**src/rtl/decoder_index_pkg.sv**
```systemverilog
// decoder_index_pkg: issue FSM encoding, default sizing
// and the occupancy-width helper for the index issuer.
package decoder_index_pkg;

  typedef enum logic [1:0] {
    IDLE,
    ISSUE,
    GAP
  } state_e;

  localparam int DEF_IDX_W = 10;
  localparam int DEF_DEPTH = 8;
  localparam int DEF_HOLD  = 1;

  function automatic int cnt_w(input int depth);
    return $clog2(depth) + 1;
  endfunction

endpackage

```
**src/rtl/decoder_index_fifo.sv**
```systemverilog
// decoder_index_fifo: pointer/count FIFO holding indices
// waiting to be issued; flush clears it synchronously.
module decoder_index_fifo
  import decoder_index_pkg::*;
#(
  parameter int IDX_W = DEF_IDX_W,
  parameter int DEPTH = DEF_DEPTH
) (
  input  logic                      clk,
  input  logic                      reset,
  input  logic                      flush,
  input  logic                      push,
  input  logic                      pop,
  input  logic [IDX_W-1:0]          wdata,
  output logic [IDX_W-1:0]          head,
  output logic [cnt_w(DEPTH)-1:0]   count,
  output logic                      full,
  output logic                      empty
);

  localparam int AW = $clog2(DEPTH);
  localparam int CW = cnt_w(DEPTH);

  logic [IDX_W-1:0] mem [DEPTH];
  logic [AW-1:0]    wr_ptr;
  logic [AW-1:0]    rd_ptr;
  logic             do_push;
  logic             do_pop;

  assign full    = count == CW'(DEPTH);
  assign empty   = count == '0;
  assign do_push = push && !full && !flush;
  assign do_pop  = pop && !empty && !flush;
  assign head    = mem[rd_ptr];

  always_ff @(posedge clk or posedge reset) begin
    if (reset) begin
      wr_ptr <= '0;
      rd_ptr <= '0;
      count  <= '0;
    end else if (flush) begin
      wr_ptr <= '0;
      rd_ptr <= '0;
      count  <= '0;
    end else begin
      if (do_push) wr_ptr <= wr_ptr + AW'(1);
      if (do_pop)  rd_ptr <= rd_ptr + AW'(1);
      if (do_push && !do_pop)
        count <= count + CW'(1);
      else if (!do_push && do_pop)
        count <= count - CW'(1);
    end
  end

  // Storage needs no reset; only slots below count are read.
  always_ff @(posedge clk) begin
    if (do_push) mem[wr_ptr] <= wdata;
  end

endmodule

```
**src/rtl/decoder_index_issuer.sv**
```systemverilog
// decoder_index_issuer: buffers indices and issues them to the
// one-hot decoder with a break-before-make gap. Option: DECODER_INDEX_DEDUP_EN.
module decoder_index_issuer
  import decoder_index_pkg::*;
#(
  parameter int IDX_W = DEF_IDX_W,
  parameter int DEPTH = DEF_DEPTH,
  parameter int HOLD  = DEF_HOLD
) (
  input  logic                     clk,
  input  logic                     reset,
  input  logic                     flush,
  input  logic                     in_valid,
  output logic                     in_ready,
  input  logic [IDX_W-1:0]         in_index,
  output logic [IDX_W-1:0]         dec_binary_out,
  output logic                     dec_enable,
  output logic                     busy,
  output logic [cnt_w(DEPTH)-1:0]  count
`ifdef DECODER_INDEX_DEDUP_EN
  ,
  output logic                     dedup_drop
`endif
);

  localparam int HW = (HOLD > 1) ? $clog2(HOLD) : 1;

  state_e           state;
  state_e           state_d;
  logic [HW-1:0]    hold_cnt;
  logic [HW-1:0]    hold_d;
  logic             en_d;
  logic             pop;
  logic             load;
  logic             match;
  logic             full;
  logic             empty;
  logic [IDX_W-1:0] head;

  assign in_ready = !reset && !flush && !full;
  assign busy     = !empty || (state != IDLE);

  decoder_index_fifo #(
    .IDX_W (IDX_W),
    .DEPTH (DEPTH)
  ) u_fifo (
    .clk   (clk),
    .reset (reset),
    .flush (flush),
    .push  (in_valid && in_ready),
    .pop   (pop),
    .wdata (in_index),
    .head  (head),
    .count (count),
    .full  (full),
    .empty (empty)
  );

`ifdef DECODER_INDEX_DEDUP_EN
  logic [IDX_W-1:0] last_idx;
  logic             last_vld;

  assign match = last_vld && (head == last_idx);

  always_ff @(posedge clk or posedge reset) begin
    if (reset) begin
      last_idx   <= '0;
      last_vld   <= 1'b0;
      dedup_drop <= 1'b0;
    end else if (flush) begin
      last_vld   <= 1'b0;
      dedup_drop <= 1'b0;
    end else begin
      dedup_drop <= pop && !load;
      if (load) begin
        last_idx <= head;
        last_vld <= 1'b1;
      end
    end
  end
`else
  assign match = 1'b0;
`endif

  always_ff @(posedge clk or posedge reset) begin
    if (reset) begin
      state          <= IDLE;
      hold_cnt       <= '0;
      dec_enable     <= 1'b0;
      dec_binary_out <= '0;
    end else begin
      state      <= state_d;
      hold_cnt   <= hold_d;
      dec_enable <= en_d;
      if (load) dec_binary_out <= head;
    end
  end

  // IDLE and GAP share the pop path; a duplicate pops without issuing.
  always_comb begin
    state_d = state;
    hold_d  = hold_cnt;
    en_d    = dec_enable;
    pop     = 1'b0;
    load    = 1'b0;
    if (flush) begin
      state_d = IDLE;
      hold_d  = '0;
      en_d    = 1'b0;
    end else begin
      case (state)
        ISSUE: begin
          if (hold_cnt != '0) begin
            hold_d = hold_cnt - HW'(1);
          end else begin
            en_d    = 1'b0;
            state_d = GAP;
          end
        end
        default: begin
          en_d    = 1'b0;
          state_d = IDLE;
          if (!empty) begin
            pop = 1'b1;
            if (!match) begin
              load    = 1'b1;
              en_d    = 1'b1;
              hold_d  = HW'(HOLD - 1);
              state_d = ISSUE;
            end
          end
        end
      endcase
    end
  end

endmodule

```
**config.mk**
```make
export PLATFORM = sky130hd
export DESIGN_NAME = decoder_index_issuer
export DESIGN_NICKNAME = d
export VERILOG_FILES = /design/src/rtl/decoder_index_pkg.sv /design/src/rtl/decoder_index_fifo.sv /design/src/rtl/decoder_index_issuer.sv
export SDC_FILE = /design/constraint.sdc
export NUM_CORES = 1
export LEC_CHECK = 0
export BUFFER_PORTS_ARGS = -buffer_cell sky130_fd_sc_hd__buf_4
export CAP_MARGIN = 25
export CORE_AREA = 5 5 108 110
export CTS_CLUSTER_SIZE = 10
export DETAILED_ROUTE_END_ITERATION = 10
export DIE_AREA = 0 0 113 115
export PLACE_DENSITY_LB_ADDON = 0.08
export SLEW_MARGIN = 15
export SYNTH_ARGS = -nofsm -noshare
export SYNTH_HDL_FRONTEND = slang
export SYNTH_SLANG_ARGS = --single-unit
```
**constraint.sdc**
```tcl
create_clock -name clk -period 2.65 [get_ports clk]
set_input_delay 0.265 -clock clk [delete_from_list [all_inputs] [get_ports clk]]
set_output_delay 0.265 -clock clk [all_outputs]
set_load 0.02 [all_outputs]
```
# ---- Word-level counts from Yosys, hierarchy flattened
# Memories as Yosys holds them, arrays and structs flattened. A register that Yosys moved wholly into a read port is not among the register bits.
# Index checks and enable logic that the tools add are counted.
dict set report op_classes {
  n_bitwise 0
  div 0
  muxes 23
  n_mul 0
  addsub 5
  eq_ne 4
  magnitude_cmp 0
  n_reduce_logical 21
  shifts 0
}
# operator n
set op_table {}
lappend op_table {{$mux W1} 13}
lappend op_table {{$mux W3} 4}
lappend op_table {{$mux W4} 3}
lappend op_table {{$logic_and A1 B1 Y1} 9}
lappend op_table {{$add A3 B1 Y3 const B} 2}
lappend op_table {{$logic_not A1 Y1} 6}
lappend op_table {{$mux W2} 3}
lappend op_table {{$reduce_bool A2 Y1} 3}
lappend op_table {{$add A4 B1 Y4 const B} 1}
lappend op_table {{$eq A4 B4 Y1 const B} 1}
lappend op_table {{$logic_not A4 Y1} 1}
lappend op_table {{$sub A4 B1 Y4 const B} 1}
lappend op_table {{$ne A3 B2 Y1 const B} 1}
lappend op_table {{$ne A3 B3 Y1 const B} 1}
lappend op_table {{$reduce_bool A3 Y1} 1}
lappend op_table {{$eq A2 B1 Y1 const B} 1}
lappend op_table {{$logic_or A1 B1 Y1} 1}
lappend op_table {{$sub A1 B1 Y1 const B} 1}
dict set report totals {
  wordCells 60
  rom_bits 0
  latchBits 0
  n_memories 1
  ram_bits 80
  regBits 14
  input_bits 14
}
# name words width read_ports rd_clocked_by_memory_dff wr line_no
set mem_list {}
lappend mem_list {u_fifo.mem 8 10 1 1 1 decoder_index_fifo.sv:24} ;# logic [IDX_W-1:0] mem [DEPTH];

# ---- Depth between registers and ports, before layout
# Gate-level depths: netlist of run 1.
dict set report logic_depth {
  depth_word 11
  mapped_depth 8
  depth_no_buf 8
}

# ---- Hierarchy
# Synthesis of run 1 repeated with hierarchy kept, for this count alone.
dict set report hier_totals {
  cells_unflattened 233
  hier_area_um2 4256.6
}
# mod area_each_um2 seq_area_each_um2 cells_per_inst n_inst
set modules_own_cells {}
lappend modules_own_cells {decoder_index_fifo 3748.6 2652.5 201 1}
lappend modules_own_cells {decoder_index_issuer 508.0 300.3 32 1}

# ---- Least setup slack after synthesis of run 1
# No wires, ideal clock.
dict set report synth_timing {
  path_kind {register to register}
  start {reg u_fifo.count[0]}
  end {reg u_fifo.count[3]}
  synth_period_minus_slack_ps 2549
  path_slack_ps 101
  required_ps 2509
  path_buffers 0
  setup_time_ps 141
  arrival_time_ps 2408
  stages_incl_launch_ff 9
  cell_sequence {dfrtp_1 > or4b_4 > o211ai_1 > ha_1 > a21o_2 > a21oi_1 > nor2_1 > a311oi_1 > a31oi_1}
}
dict set report synth_via {
  elab_chain_cells 10
  elab_cells_between_ends 23
  cone_classes {add/sub (2); eq/ne (1); mux (6); reduce/logical (14)}
}
# item line_no
set synth_rtl {}
lappend synth_rtl {{start: declaration} decoder_index_fifo.sv:16} ;# output logic [cnt_w(DEPTH)-1:0] count,
lappend synth_rtl {{start signal: assignment} decoder_index_fifo.sv:49} ;# count <= count + CW'(1);
lappend synth_rtl {{start signal: assignment} decoder_index_fifo.sv:51} ;# count <= count - CW'(1);
lappend synth_rtl {{$logic_not A4 Y1} decoder_index_fifo.sv:31} ;# assign empty = count == '0;
lappend synth_rtl {{$mux W1} -}
lappend synth_rtl {{$mux W1} decoder_index_issuer.sv:111} ;# case (state)
lappend synth_rtl {{$mux W1} -}
lappend synth_rtl {{$logic_and A1 B1 Y1 (2 in series)} decoder_index_fifo.sv:33} ;# assign do_pop = pop && !empty && !flush;
lappend synth_rtl {{$logic_not A1 Y1} decoder_index_fifo.sv:48} ;# if (do_push && !do_pop)
lappend synth_rtl {{$logic_and A1 B1 Y1} decoder_index_fifo.sv:48}
lappend synth_rtl {{$mux W4} decoder_index_fifo.sv:48}
lappend synth_rtl {{$mux W4} decoder_index_fifo.sv:41} ;# end else if (flush) begin
# Parallel ways exist; a longest one is shown, timed or not. The select of a mux whose other input is x is not followed.
# A chain may end at the register's enable or synchronous reset.

# ---- Final worst setup path of run 1
dict set report layout_timing {
  start {reg u_fifo.count[2]}
  end {reg u_fifo.count[3]}
}
# The elaborated chain is that of the path after synthesis.

==> reports/qor.yml, run 1 <==
crit_cells: 8
power.total_mw: 4.40
min_period_ps: 2400
cap_violations: 0
vias_per_cell: 5.06
die_w_um: 113
setup_ws_ps: 254
cts_setup_buffers: 0
endpoint: "u_fifo.count[3]$_DFFE_PP0P_"
portBuffers: 30
muxShareOfSynthArea: 0.136
maxSlewViolCount: 0
end_kind: "flop"
synth_fa_ha_area_frac: 0.0169
gr-total-overflow: 0
diodes: 0
synth_top_area_frac: 0.581
grt_pass1_vias: 2362
antenna_found_initial: 0
drive_above_1_share: 0.336
numCtsBuffers: 9
routed_wl_um: 8450
nFillCells: 954
drc_errors: 0
r2r_end: "u_fifo.count[3]$_DFFE_PP0P_"
cts_tree: "done"
clock_skew_ps: 13.9
finalHoldViolations: 0
r2r_cells: 8
max_freq_ghz: 0.417
status: "finished clean"
crit_slowest_cell: "or4b_4"
dr.pass1.iters: 4
crit_fanout: 5
gp_congestion: 0.693
relSlewSlack: 0.419
synthSimpleGateAreaFrac: 0.0611
synth_cell_types: 39
grt_max_degree: 23
synth_top_family_by_area: "multiplexers"
rrSetupSlack_ps: 250
fin_tns_setup_ps: 0
postSynthAreaPerCell_um2: 17.7
power.density_nw_per_um2: 911
clock_sinks: 102
coreArea_um2: 10600
yosysTopAreaCell: "edfxtp_1"
synthesis.instances: 233
ctsResizeCount: 0
hold_buffers: 0
tightest_slew_ps: 865
ant_nets: 0
regArea_um2: 2950
clock_path_buffers: 2
synth-seq-cells: 102
critPathMaxStageDelay_ps: 530
yosysWarnings: 0
critical_path.cell_chain: "or4b_4 > o211ai_1 > ha_1 > a21o_2 > a21oi_1 > nor2_1 > a311oi_1 > a31oi_1"
nNetsFinal: 300
critPathRequiredTime_ps: 2890
rsz0062_at_grt: "no"
p_leak_nw: 1.66
final_core_util: 0.456
htree_num_levels: 3
cp_top_family: "compound AO/OA/AOI/OAI gates"
critPathLaunch: "u_fifo.count[2]$_DFFE_PP0P_"
start_util: 0.390
cp-start-kind: "flop"
dr_total_vias: 2155
wl_per_cell_um: 19.8
dieArea_um2: 13000
clock_latency_ps: 350
hpwlAfterDp_um: 5200
cts-root-buf: "clkbuf_8"
grt_pass1_wl_um: 13500
drt-initial-drc-count: 96
synth_area_um2: 4130
dieHeight_um: 115
path_clk_slew_ps: 110
setup_viol: 0
io_pins: 31
ys_seq_area_frac: 0.714
r2r-start: "u_fifo.count[2]$_DFFE_PP0P_"
dp_slack_ps: 261
crit_type: "reg -> reg"
worst-path-buf-inv: 0
synthXorXnorAreaFrac: 0.0173
multi_input_area_um2: 1150
syn_nets: 252
hp-class: "in -> async"
min_period_over_period: 0.904
grt_usage: 0.140
synthToLayoutAreaGrowth_pct: 16.8
rows: 38
synthTopCellsByArea: "edfxtp_1 58%, dfrtp_1 13%, mux4_2 11%"
worstPathArrival_ps: 2640
synth_compound_area_frac: 0.0378
ir_drop_mv: 0.545
## routing by layer
layer	vias up	track usage	share of wire
met3	2	0.0258	0.027
met2	30	0.226	0.49
met1	1128	0.194	0.48
li1	995	-	-
met5	-	0	0
met4	0	0.0457	0.0051
## where the power goes
group	internal [mW]	leakage [nW]	switching, mW
Sequential	1.87	0.990	0.102
Clock	0.359	0.0907	0.554
Combinational	0.731	0.584	0.787
Total	2.96	1.66	1.44
## worst min path at each step
stage | startpoint | endpoint | slack [ps] | depth (start not counted)
4_1_cts | reset | u_fifo.count[0]$_DFFE_PP0P_ | 30 | 2
6_report | reset | u_fifo.count[0]$_DFFE_PP0P_ | 20 | 2
3_3_place_gp | reset | state[1]$_DFF_PP0_ | 420 | 2
5_1_grt | reset | dec_binary_out[7]$_DFFE_PP0N_ | 50 | 2
2_1_floorplan | reset | dec_binary_out[0]$_DFFE_PP0N_ | 250 | 1
3_5_place_dp | reset | state[1]$_DFF_PP0_ | 430 | 2
## cell families after synthesis
| kind of cell | Yosys count |
|---|---|
| AO/OA/AOI/OAI | 23 |
| XOR/XNOR | 6 |
| adder cells (fa/ha/maj) | 5 |
| buffers and inverters | 15 |
| flip-flops | 102 |
| multiplexers | 31 |
| AND/OR/NAND/NOR | 51 |
## cells in the final DEF (no fill, tap or decap), types with 2 or more instances in the layout
cell,count
nand2_1,11
ha_1,4
nor4_2,3
xor2_1,3
inv_1,5
nor3_2,4
clkbuf_8,9
xnor2_1,2
nor2b_1,2
a21oi_1,13
mux2i_1,11
nand3b_1,2
dfrtp_1,22
buf_4,47
edfxtp_1,80
inv_8,2
nor2_1,21
mux4_2,20
o211ai_1,2
## registers in the layout, summed over array words and instances (netlist names)
signal / count
state: 2
u_fifo.rd_ptr: 3
u_fifo.wr_ptr: 3
u_fifo.mem: 80
dec_binary_out: 10
u_fifo.count: 4
## layout make-up
type | count | share of cell area
clock buffer | 10 | 0.0264
clock inverter | 6 | 0.0109
inverter | 5 | 0.00389
multi-input combinational | 116 | 0.238
sequential | 102 | 0.611
tap | 140 | 0.0363
timing repair buffer | 47 | 0.0731
## through the flow
stage               instance area [um^2]  hold WS [ps]  std cells
finish                              4830          19.6        426
floorplan                           4130           254        233
CTS                                 4830          26.9        426
detailed placement                  4650           427        410
global route                        4830          54.5        426
global placement                    4650           421        410
## synthesized netlist by cell type
cell	count
nand3_1	1
nor2_2	1
nor4_2	1
or4b_4	1
a31oi_1	1
inv_1	5
buf_2	2
edfxtp_1	80
nor4b_1	1
nor3b_1	1
buf_4	1
a2bb2oi_1	1
nand2_1	11
nor3_1	4
ha_1	4
clkbuf_1	6
a21oi_1	13
a311oi_1	1
o22ai_2	1
buf_6	1
and2_1	1
xnor2_1	2
dfrtp_1	22
mux2i_1	11
a21o_2	1
o21ai_0	1
xor2_1	3
nor2_1	21
nor4_1	2
o2bb2a_4	1
or3_1	1
nand2b_1	1
xnor2_4	1
nand3b_1	2
fa_1	1
mux4_2	20
o22ai_1	1
o211ai_1	2
nor2b_1	2
## worst reg2reg max path, cell delays in order, from the launching register on
cell	delay, ps
dfrtp_1	460
or4b_4	530
o211ai_1	150
ha_1	270
a21o_2	210
a21oi_1	260
nor2_1	70
a311oi_1	260
a31oi_1	70
No activity file was read; power rests on OpenSTA's default activity.
==> run 2, diff against run 1 <==
==> constraint.sdc (replaced) <==
create_clock -name clk -period 2.2 [get_ports clk]
set_input_delay 0.22 -clock clk [delete_from_list [all_inputs] [get_ports clk]]
set_output_delay 0.22 -clock clk [all_outputs]
set_load 0.02 [all_outputs]
==> reports/qor.yml, run 2 (synthesis results as in run 1) <==
status: "finished, violations left"
violations: "negative setup slack"
clock_path_buffers: 2  # unchanged
place_area_um2: 4770  # +2.5%
numCtsBuffers: 9  # unchanged
dr_total_vias: 2203  # +2.2%
hpwlAfterDp_um: 5150  # -0.95%
grt_pass1_vias: 2245  # -5.0%
worstPathArrival_ps: 2450  # -190 ps
diodes: 0  # unchanged
portBuffers: 30  # unchanged
grt_pass1_wl_um: 12800  # -5.5%
largest-register: "u_fifo.mem"
met1_usage: 0.183  # -0.0107
ir_drop_mv: 0.504  # -7.5%
cts-root-buf: "clkbuf_8"
top_regs: "u_fifo.mem x80, dec_binary_out x10, u_fifo.count x4"
tightest_slew_ps: 513  # -351 ps
p_leak_nw: 1.75  # +5.4%
critical_path.cell_chain: "or4b_4 > o211ai_1 > ha_1 > a21o_2 > a21oi_4 > nor2_1 > a311oi_1 > a31oi_1"
hp-class: "in -> reg"
gp_congestion: 0.742  # +7.1%
power.density_nw_per_um2: 1110  # +22%
cp-start-kind: "flop"
p_int_mw: 3.83  # +29%
power.switching_mw: 1.79  # +24%
gr-total-overflow: 0  # unchanged
io_pins: 31  # unchanged
min_period_over_period: 1.00  # +0.0981
clock_skew_ps: 13.2  # -0.689 ps
finalHoldViolations: 0  # unchanged
rsz0062_at_grt: "yes"
final_common_cell: "edfxtp_1"
drc_errors: 0  # unchanged
setup_viol: 1  # +1
critPathRequiredTime_ps: 2450  # -440 ps
grt_max_degree: 23  # unchanged
relSlewSlack: 0.658  # +0.239
min_period_ps: 2210  # -191 ps
crit_type: "reg -> reg"
clockPowerShare: 0.211  # +0.003
seqPwrFrac: 0.419  # -0.028
coreArea_um2: 10600  # unchanged
hold_slack_ps: 87.0  # +67.4 ps
routed_wl_um: 8180  # -3.2%
largest_register_ffs: 80  # unchanged
clock_sinks: 102  # unchanged
design_area_um2: 5030  # +4.2%
met3_usage: 0.0347  # +0.00895
busiest_layer: "met2"
grt_usage: 0.133  # -0.00670
antenna_found_initial: 0  # unchanged
final_core_util: 0.475  # +0.0192
drive_above_1_share: 0.393  # +0.0571
dieHeight_um: 115  # unchanged
ant_nets: 0  # unchanged
swShare: 0.318  # -0.00988
max_freq_ghz: 0.453  # +8.7%
pwr-share-comb: 0.370  # +0.025
wl_per_cell_um: 18.5  # -6.9%
synthToLayoutAreaGrowth_pct: 21.8
nNetsFinal: 317  # +5.7%
clock_latency_ps: 360  # about the same
maxSlewViolCount: 0  # unchanged
grt_use_met2: 0.216  # -0.00948
start_util: 0.390  # unchanged
setup_ws_ps: -5.16  # -259 ps
die_w_um: 113  # unchanged
crit_fanout: 4  # -1
worst-path-buf-inv: 0  # unchanged
htree_num_levels: 3  # unchanged
critPathMaxStageDelay_ps: 540  # about the same
cts_tree: "done"
end_kind: "flop"
path_clk_slew_ps: 100  # about the same
cp_top_family: "compound AO/OA/AOI/OAI gates"
dr.pass1.iters: 4  # unchanged
dieArea_um2: 13000  # unchanged
cap_violations: 0  # unchanged
crit_slowest_cell: "or4b_4"
rows: 38  # unchanged
vias_per_cell: 4.97  # -1.7%
drt-initial-drc-count: 104  # +8.3%
final_cell_mix: "80 x edfxtp_1, 62 x buf_4, 21 x nor2_1"
run 2: per-stage QoR:
stage	total power [mW]	setup WS, ps	TNS (ps)	std cells
after global placement	4.37	-21.6	-224	422
after detailed placement	4.39	-28.5	-67.1	423
after CTS	5.59	-6.62	-6.62	441
after global routing	5.94	-96.9	-157	443
after floorplan	3.70	-186	-375	233
final	5.61	-5.16	-5.16	443
run 2: path summary, 6_finish.rpt:
check                      slack [ps]                          start  cells past startpoint                            end
min in group asynchronous         480                          reset                      4    u_fifo.count[3]$_DFFE_PP0P_
max reg2reg                        -5    u_fifo.count[1]$_DFFE_PP0P_                      8    u_fifo.count[3]$_DFFE_PP0P_
max                                -5    u_fifo.count[1]$_DFFE_PP0P_                      8    u_fifo.count[3]$_DFFE_PP0P_
min reg2reg                       540  dec_binary_out[3]$_DFFE_PP0N_                      2  dec_binary_out[3]$_DFFE_PP0N_
max in group asynchronous        1450                          reset                      4    u_fifo.count[0]$_DFFE_PP0P_
min                                90                    in_index[0]                      1     u_fifo.mem[2][0]$_DFFE_PP_
run 2: power by group through the flow:
stage | Combinational (mW) | Sequential, mW | Clock (mW)
floorplan | 1.14 | 2.56 | 0
finish | 2.07 | 2.35 | 1.19
global route | 2.26 | 2.38 | 1.31
global placement | 1.98 | 2.40 | 0
detailed placement | 1.99 | 2.40 | 0
CTS | 2.00 | 2.36 | 1.24
run 2: what timing repair did:
action / 4_1_cts / 5_1_grt
buffers inserted: 1 / 2
setup endpoints to repair: 3 / 3
gates cloned: 0 / 0
hold endpoints to repair: 22 / 0
pin swaps: 3 / 5
gates resized for setup: 1 / 6
hold buffers: 1 / 0
run 2: area by class of cell:
type	count	area, um^2
Clock buffer	10	128
Clock inverter	6	70.1
Fill cell	899	5570
Inverter	5	18.8
Multi-Input combinational cell	116	1190
Sequential cell	102	2960
Tap cell	140	175
Timing Repair Buffer	64	495
run 2: worst reg2reg max path, delay by kind of cell (launching register included):
kind	cells	cell delay, ps
flip-flops	1	420
adder cells (fa/ha/maj)	1	280
AND/OR/NAND/NOR	2	600
AO/OA/AOI/OAI	5	810
run 2: per-layer routing:
layer,wire [um],vias to the layer above
li1,-,1028
met1,3770,1132
met2,4060,36
met3,278,7
met4,67,0
met5,0,-
